**src/rtl/pwm_pkg.sv**
```systemverilog
// Shared encodings for the PWM fade sequencer: load-select codes and FSM states.
package pwm_pkg;

    localparam logic [1:0] SEL_NONE = 2'b00;
    localparam logic [1:0] SEL_CMP  = 2'b01;
    localparam logic [1:0] SEL_TOP  = 2'b10;
    localparam logic [1:0] SEL_CNT  = 2'b11;

    typedef enum logic [1:0] {
        IDLE,
        LD_TOP,
        LD_CNT,
        RAMP
    } fade_state_t;

endpackage

```
**src/rtl/pwm_fade_ctrl_if.sv**
```systemverilog
// Command handshake plus the PWM block's status and load bus, as seen by the fade sequencer.
interface pwm_fade_ctrl_if #(
    parameter int W    = 16,
    parameter int DIVW = 8
);
    logic            cmd_valid;
    logic            cmd_ready;
    logic [W-1:0]    cmd_top;
    logic [W-1:0]    cmd_target;
    logic [W-1:0]    cmd_step;
    logic [DIVW-1:0] cmd_div;
    logic [W-1:0]    cnt;
    logic [W-1:0]    top;
    logic [1:0]      sel;
    logic [W-1:0]    d;
    logic            busy;
    logic            done;

    // Host side: issues commands and reflects the PWM counter/top registers.
    modport master (
        output cmd_valid, cmd_top, cmd_target, cmd_step, cmd_div, cnt, top,
        input  cmd_ready, sel, d, busy, done
    );

    // Fade sequencer side.
    modport slave (
        input  cmd_valid, cmd_top, cmd_target, cmd_step, cmd_div, cnt, top,
        output cmd_ready, sel, d, busy, done
    );
endinterface

```
**src/rtl/pwm_duty_step.sv**
```systemverilog
// Next compare value for one ramp step: moves cur toward tgt by step, clamped at tgt.
module pwm_duty_step #(
    parameter int W = 16
) (
    input  logic [W-1:0] cur,
    input  logic [W-1:0] tgt,
    input  logic [W-1:0] step,
    output logic [W-1:0] nxt
);

    logic [W:0] sum;
    logic [W:0] gap;

    always_comb begin
        // NOTE: every output of a combinational block gets a default first so no path infers a latch.
        nxt = tgt;
        sum = {1'b0, cur} + {1'b0, step};
        gap = {1'b0, cur} - {1'b0, tgt};
        if (step != '0 && cur != tgt) begin
            if (cur < tgt) begin
                // The extra bit keeps cur+step from wrapping past the top of the range.
                nxt = (sum >= {1'b0, tgt}) ? tgt : sum[W-1:0];
            end else begin
                nxt = ({1'b0, step} >= gap) ? tgt : cur - step;
            end
        end
    end

endmodule

```
**src/rtl/pwm_fade_ctrl.sv**
```systemverilog
// Fade sequencer: programs PWM top, restarts the counter, then ramps the compare
// register toward the target with every write aligned to a period boundary.
module pwm_fade_ctrl
    import pwm_pkg::*;
#(
    parameter int W    = 16,
    parameter int DIVW = 8
) (
    input  logic            clk,
    input  logic            rst,
    pwm_fade_ctrl_if.slave  bus
);

    fade_state_t     state;
    fade_state_t     state_nxt;
    logic [W-1:0]    top_r;
    logic [W-1:0]    tgt_r;
    logic [W-1:0]    step_r;
    logic [DIVW-1:0] div_r;
    logic [DIVW-1:0] div_cnt;
    logic [W-1:0]    cur;
    logic [W-1:0]    nxt;
    logic            done_r;

    logic            accept;
    logic            boundary;
    logic            load_cmp;
    logic            dec_div;
    logic            finish;
    logic [1:0]      sel;
    logic [W-1:0]    d;

    pwm_duty_step #(.W(W)) u_step (
        .cur  (cur),
        .tgt  (tgt_r),
        .step (step_r),
        .nxt  (nxt)
    );

    assign accept   = bus.cmd_valid && (state == IDLE);
    assign boundary = bus.cnt >= bus.top;

    always_comb begin
        state_nxt = state;
        sel       = SEL_NONE;
        d         = '0;
        load_cmp  = 1'b0;
        dec_div   = 1'b0;
        finish    = 1'b0;
        case (state)
            IDLE: begin
                if (accept) begin
                    state_nxt = (bus.cmd_top != bus.top) ? LD_TOP : RAMP;
                end
            end
            LD_TOP: begin
                sel       = SEL_TOP;
                d         = top_r;
                state_nxt = LD_CNT;
            end
            LD_CNT: begin
                sel       = SEL_CNT;
                state_nxt = RAMP;
            end
            RAMP: begin
                // Compare loads are Mealy on the boundary so they land on the counter wrap edge.
                if (boundary) begin
                    if (div_cnt != '0) begin
                        dec_div = 1'b1;
                    end else begin
                        sel      = SEL_CMP;
                        d        = nxt;
                        load_cmp = 1'b1;
                        if (nxt == tgt_r) begin
                            finish    = 1'b1;
                            state_nxt = IDLE;
                        end
                    end
                end
            end
            default: state_nxt = IDLE;
        endcase
    end

    always_ff @(posedge clk) begin
        // NOTE: sequential state uses non-blocking assignments so every register samples pre-edge values.
        if (rst) begin
            state   <= IDLE;
            top_r   <= '0;
            tgt_r   <= '0;
            step_r  <= '0;
            div_r   <= '0;
            div_cnt <= '0;
            cur     <= '0;
            done_r  <= 1'b0;
        end else begin
            state  <= state_nxt;
            done_r <= finish;
            if (accept) begin
                top_r   <= bus.cmd_top;
                tgt_r   <= bus.cmd_target;
                step_r  <= bus.cmd_step;
                div_r   <= bus.cmd_div;
                div_cnt <= '0;
            end else if (load_cmp) begin
                cur     <= nxt;
                div_cnt <= div_r;
            end else if (dec_div) begin
                div_cnt <= div_cnt - 1'b1;
            end
        end
    end

    assign bus.sel       = sel;
    assign bus.d         = d;
    assign bus.cmd_ready = (state == IDLE);
    assign bus.busy      = (state != IDLE);
    assign bus.done      = done_r;

endmodule

```
**src/flat_wrapper.sv**
```systemverilog
// flat-port wrapper written by rule: the top's interface ports become plain ports
module pwm_fade_ctrl_flat import pwm_pkg::*;
#(
    parameter int W    = 16,
    parameter int DIVW = 8
)
  (clk, rst, bus_cmd_valid, bus_cmd_top, bus_cmd_target, bus_cmd_step, bus_cmd_div, bus_cnt, bus_top, bus_cmd_ready, bus_sel, bus_d, bus_busy, bus_done);
  pwm_fade_ctrl_if #(.W(W), .DIVW(DIVW)) bus_i ();
  input  logic clk;
  input  logic rst;
  input wire logic [$bits(bus_i.cmd_valid)-1:0] bus_cmd_valid;
  input wire logic [$bits(bus_i.cmd_top)-1:0] bus_cmd_top;
  input wire logic [$bits(bus_i.cmd_target)-1:0] bus_cmd_target;
  input wire logic [$bits(bus_i.cmd_step)-1:0] bus_cmd_step;
  input wire logic [$bits(bus_i.cmd_div)-1:0] bus_cmd_div;
  input wire logic [$bits(bus_i.cnt)-1:0] bus_cnt;
  input wire logic [$bits(bus_i.top)-1:0] bus_top;
  output wire logic [$bits(bus_i.cmd_ready)-1:0] bus_cmd_ready;
  output wire logic [$bits(bus_i.sel)-1:0] bus_sel;
  output wire logic [$bits(bus_i.d)-1:0] bus_d;
  output wire logic [$bits(bus_i.busy)-1:0] bus_busy;
  output wire logic [$bits(bus_i.done)-1:0] bus_done;
  assign bus_i.cmd_valid = bus_cmd_valid;
  assign bus_i.cmd_top = bus_cmd_top;
  assign bus_i.cmd_target = bus_cmd_target;
  assign bus_i.cmd_step = bus_cmd_step;
  assign bus_i.cmd_div = bus_cmd_div;
  assign bus_i.cnt = bus_cnt;
  assign bus_i.top = bus_top;
  assign bus_cmd_ready = bus_i.cmd_ready;
  assign bus_sel = bus_i.sel;
  assign bus_d = bus_i.d;
  assign bus_busy = bus_i.busy;
  assign bus_done = bus_i.done;
  pwm_fade_ctrl #(.W(W), .DIVW(DIVW)) u_core (.clk(clk), .rst(rst), .bus(bus_i));
endmodule
```
**config.mk**
```make
export PLATFORM = sky130hd
export DESIGN_NAME = pwm_fade_ctrl_flat
export DESIGN_NICKNAME = d
export VERILOG_FILES = /design/src/rtl/pwm_pkg.sv /design/src/rtl/pwm_fade_ctrl_if.sv /design/src/rtl/pwm_duty_step.sv /design/src/rtl/pwm_fade_ctrl.sv /design/src/flat_wrapper.sv
export SDC_FILE = /design/constraint.sdc
export NUM_CORES = 1
export LEC_CHECK = 0
export CORE_UTILIZATION = 50
export CTS_CLUSTER_SIZE = 16
export DETAILED_ROUTE_END_ITERATION = 7
export GPL_TIMING_DRIVEN = 0
export PLACE_DENSITY = 0.77
export SLEW_MARGIN = 40
export SYNTH_ARGS = -nofsm -noshare
export SYNTH_HDL_FRONTEND = slang
export SYNTH_SLANG_ARGS = --single-unit
```
**constraint.sdc**
```tcl
create_clock -name clk -period 6.15 [get_ports clk]
set_clock_uncertainty 0.15 [all_clocks]
set_input_delay 1.5375 -clock clk [delete_from_list [all_inputs] [get_ports clk]]
set_output_delay 1.5375 -clock clk [all_outputs]
set_load 0.1 [all_outputs]
```
==> flow_summary.toml <==
[placed_design]
hpwl_um = 23800
place_area_mm2 = 0.00979
io_buffers = 111
place_inst = 1453
gp_congestion = 1.02

[final_layout]
antenna_cells = 0
final_common_cell = "nand2_1"
nets = 1500
area_growth_pct = 37.3
layout.cells.non_filler = 1527
multiInputGateArea_mm2 = 0.00688
final.fill_count = 1286
regArea_mm2 = 0.00171
layout-drive-gt1-share = 0.202
final_cell_mix = "186 x nand2_1, 118 x a21oi_1, 93 x ha_1"
stdcell_area_mm2 = 0.0115

[clock_network]
cts_made_buffers = 9
hold_buffers = 0
htreeDepth = 3
clockRootBuffer = "clkbuf_16"
cts_num_sinks = 83
clk_latency_ns = 0.36
cts_buffer_depth = 2
tritoncts = "built"
path_clk_slew_ns = 0.07

[yosys]
yosysWarnings = 0
async_flop_share = 0
synth_edf_count = 0
synth_cells = 1126
synth_cell_types = 85
synth-seq-cells = 83
synth_seq_area_share = 0.199
synth_fp_nets = 1320
netlist_area_mm2 = 0.00836
avgSynthCellArea_um2 = 7.42
ys.flop_type = "dfxtp_1"

[route]
final_antenna_net_count = 0
dr_total_vias = 9372
post_drt_wl_per_cell_um = 20.7
drt-initial-drc-count = 736
drt_first_pass_iters = 7
viasPerCell = 6.14
drt_wl_total_um = 31600
drc = 0

[critical_path]
crit_slowest_cell = "dfxtp_4"
path_common_cell = "nor2_1"
critPathRequiredTime_ns = 4.46
crit_arrival_ns = 5.10
path_delay_family = "compound AO/OA/AOI/OAI gates"
cp.buffers_inverters = 4
path_class = "flop to output pin"
worstPathMaxFanout = 5
endpoint_kind = "output pin"
start_kind = "flop"
worst_path_largest_cell_delay_ns = 0.38

[grt]
grt_busiest_layer = "met2"
grt_overflow = 0
grt_pass1_wl_um = 48000
grt_use_met3 = 0.0667
grt_usage = 0.355
use_met2 = 0.585
use_met1 = 0.441
antenna_found_initial = 0
first_global_vias = 8900
grt_max_degree = 17

[pwr]
power_per_cell_area_mw_per_mm2 = 373
total_power_mw = 4.28
p_leak_nw = 4.86
vdd_drop_max_v = 0.000382

[die]
initial_utilization = 0.519
die_area_mm2 = 0.0172
core_area_mm2 = 0.0161
die_x_um = 131
rows = 46
fp.dieH_um = 131
io_pins = 112

[timing]
tightest_slew_ns = 0.855
slew_headroom = 0.426
rsz0062_at_grt = "true"
setup_tns_ns = -9.22
hold_ws_ns = 0.308
period_minus_slack_ns = 6.79
setup_viol = 16
setup_slack_ns = -0.641
fmax_mhz = 147
slew_violations = 0
timing.final.crit_share = 1.10
hold_violations = 0

[run_status]
violations = "negative setup slack"
outcome = "finished with violations"

[job]
maxCapViolCount = 0

[hold_path]
holdCritPathClass = "flop to flop"
==> worst reg2reg max path, delay by kind of cell (launching register included) <==
family          cells  cell delay [ns]
compound gates      3             0.71
flops               1             0.41
mux                 1             0.34
fa+ha+maj           2             0.60
simple gates        9             1.98
buf+inv             6             0.74
xor+xnor            1             0.30
==> power breakdown <==
part	internal, mW	switching (mW)	total (mW)
Combinational	1.24	1.75	2.99
Sequential	0.608	0.109	0.717
Clock	0.322	0.248	0.571
Total	2.17	2.11	4.28
==> through the flow <==
step	utilization	setup slack [ns]
2_1_floorplan	-	-0.178
3_3_place_gp	0.614	-2.02
3_5_place_dp	0.608	-1.25
4_1_cts	0.683	-0.569
5_1_grt	0.712	-0.781
6_report	0.712	-0.641
==> Yosys cell counts (19+ instances only) <==
master    instances  area (µm²)
xor2_1           26         228
nor2_1           57         214
nand3_1          20         100
nand2_1         190         713
clkbuf_1         36         135
inv_1            81         304
dfxtp_1          83        1660
ha_1            100        1250
xnor2_1          32         280
o21ai_0          37         185
a21oi_1         124         621
nor3_1           23         115
nor4_1           19         119
==> worst paths after layout <==
path / start / to / slack (ns) / depth (start not counted)
worst min register to register: u_core.div_r[6]$_SDFFE_PP0P_ / u_core.div_r[6]$_SDFFE_PP0P_ / 0.31 / 2
worst max register to register: u_core.step_r[6]$_SDFFE_PP0P_ / u_core.state[1]$_SDFFE_PP0P_ / 0.79 / 22
worst min-delay path: u_core.div_r[6]$_SDFFE_PP0P_ / u_core.div_r[6]$_SDFFE_PP0P_ / 0.31 / 2
worst max-delay path: u_core.cur[0]$_SDFFE_PP0P_ / bus_d[4] / -0.64 / 25
==> layout make-up <==
type | count | area share
flip-flops and latches | 83 | 0.149
multi-input cells | 910 | 0.600
clock buffers | 9 | 0.0196
well taps | 216 | 0.0235
inverters | 84 | 0.0280
plain buffers | 46 | 0.0206
repair buffers | 172 | 0.152
clock inverters | 7 | 0.00741
==> logic make-up after synthesis <==
kind of cell | Yosys count | share of synthesized area
AO/OA/AOI/OAI | 332 | 0.268
XOR/XNOR | 62 | 0.0708
adder cells (fa/ha/maj) | 103 | 0.157
buffers and inverters | 133 | 0.0630
flip-flops | 83 | 0.199
multiplexers | 14 | 0.0175
AND/OR/NAND/NOR | 399 | 0.225
==> per-layer routing <==
metal  wire (µm)  up-vias
met5           0        -
met4        1470        0
met3        2860       81
met2       14600      482
met1       12700     4401
li1            -     4408
==> timing repair <==
action                     4_1_cts  5_1_grt
cloned                           1        0
setup endpoints to repair       17       17
pin swaps                       47       43
setup buffers                   36       25
gates resized for setup        171       70
==> flip-flops by register name, indices dropped and copies added, names as in the netlist <==
| signal | count |
|---|---|
| u_core.div_r | 8 |
| u_core.state | 2 |
| u_core.cur | 16 |
| u_core.bus.done | 1 |
| u_core.step_r | 16 |
| u_core.tgt_r | 16 |
| u_core.top_r | 16 |
| u_core.div_cnt | 8 |
Note: power is estimated with default switching activity, not from simulation.
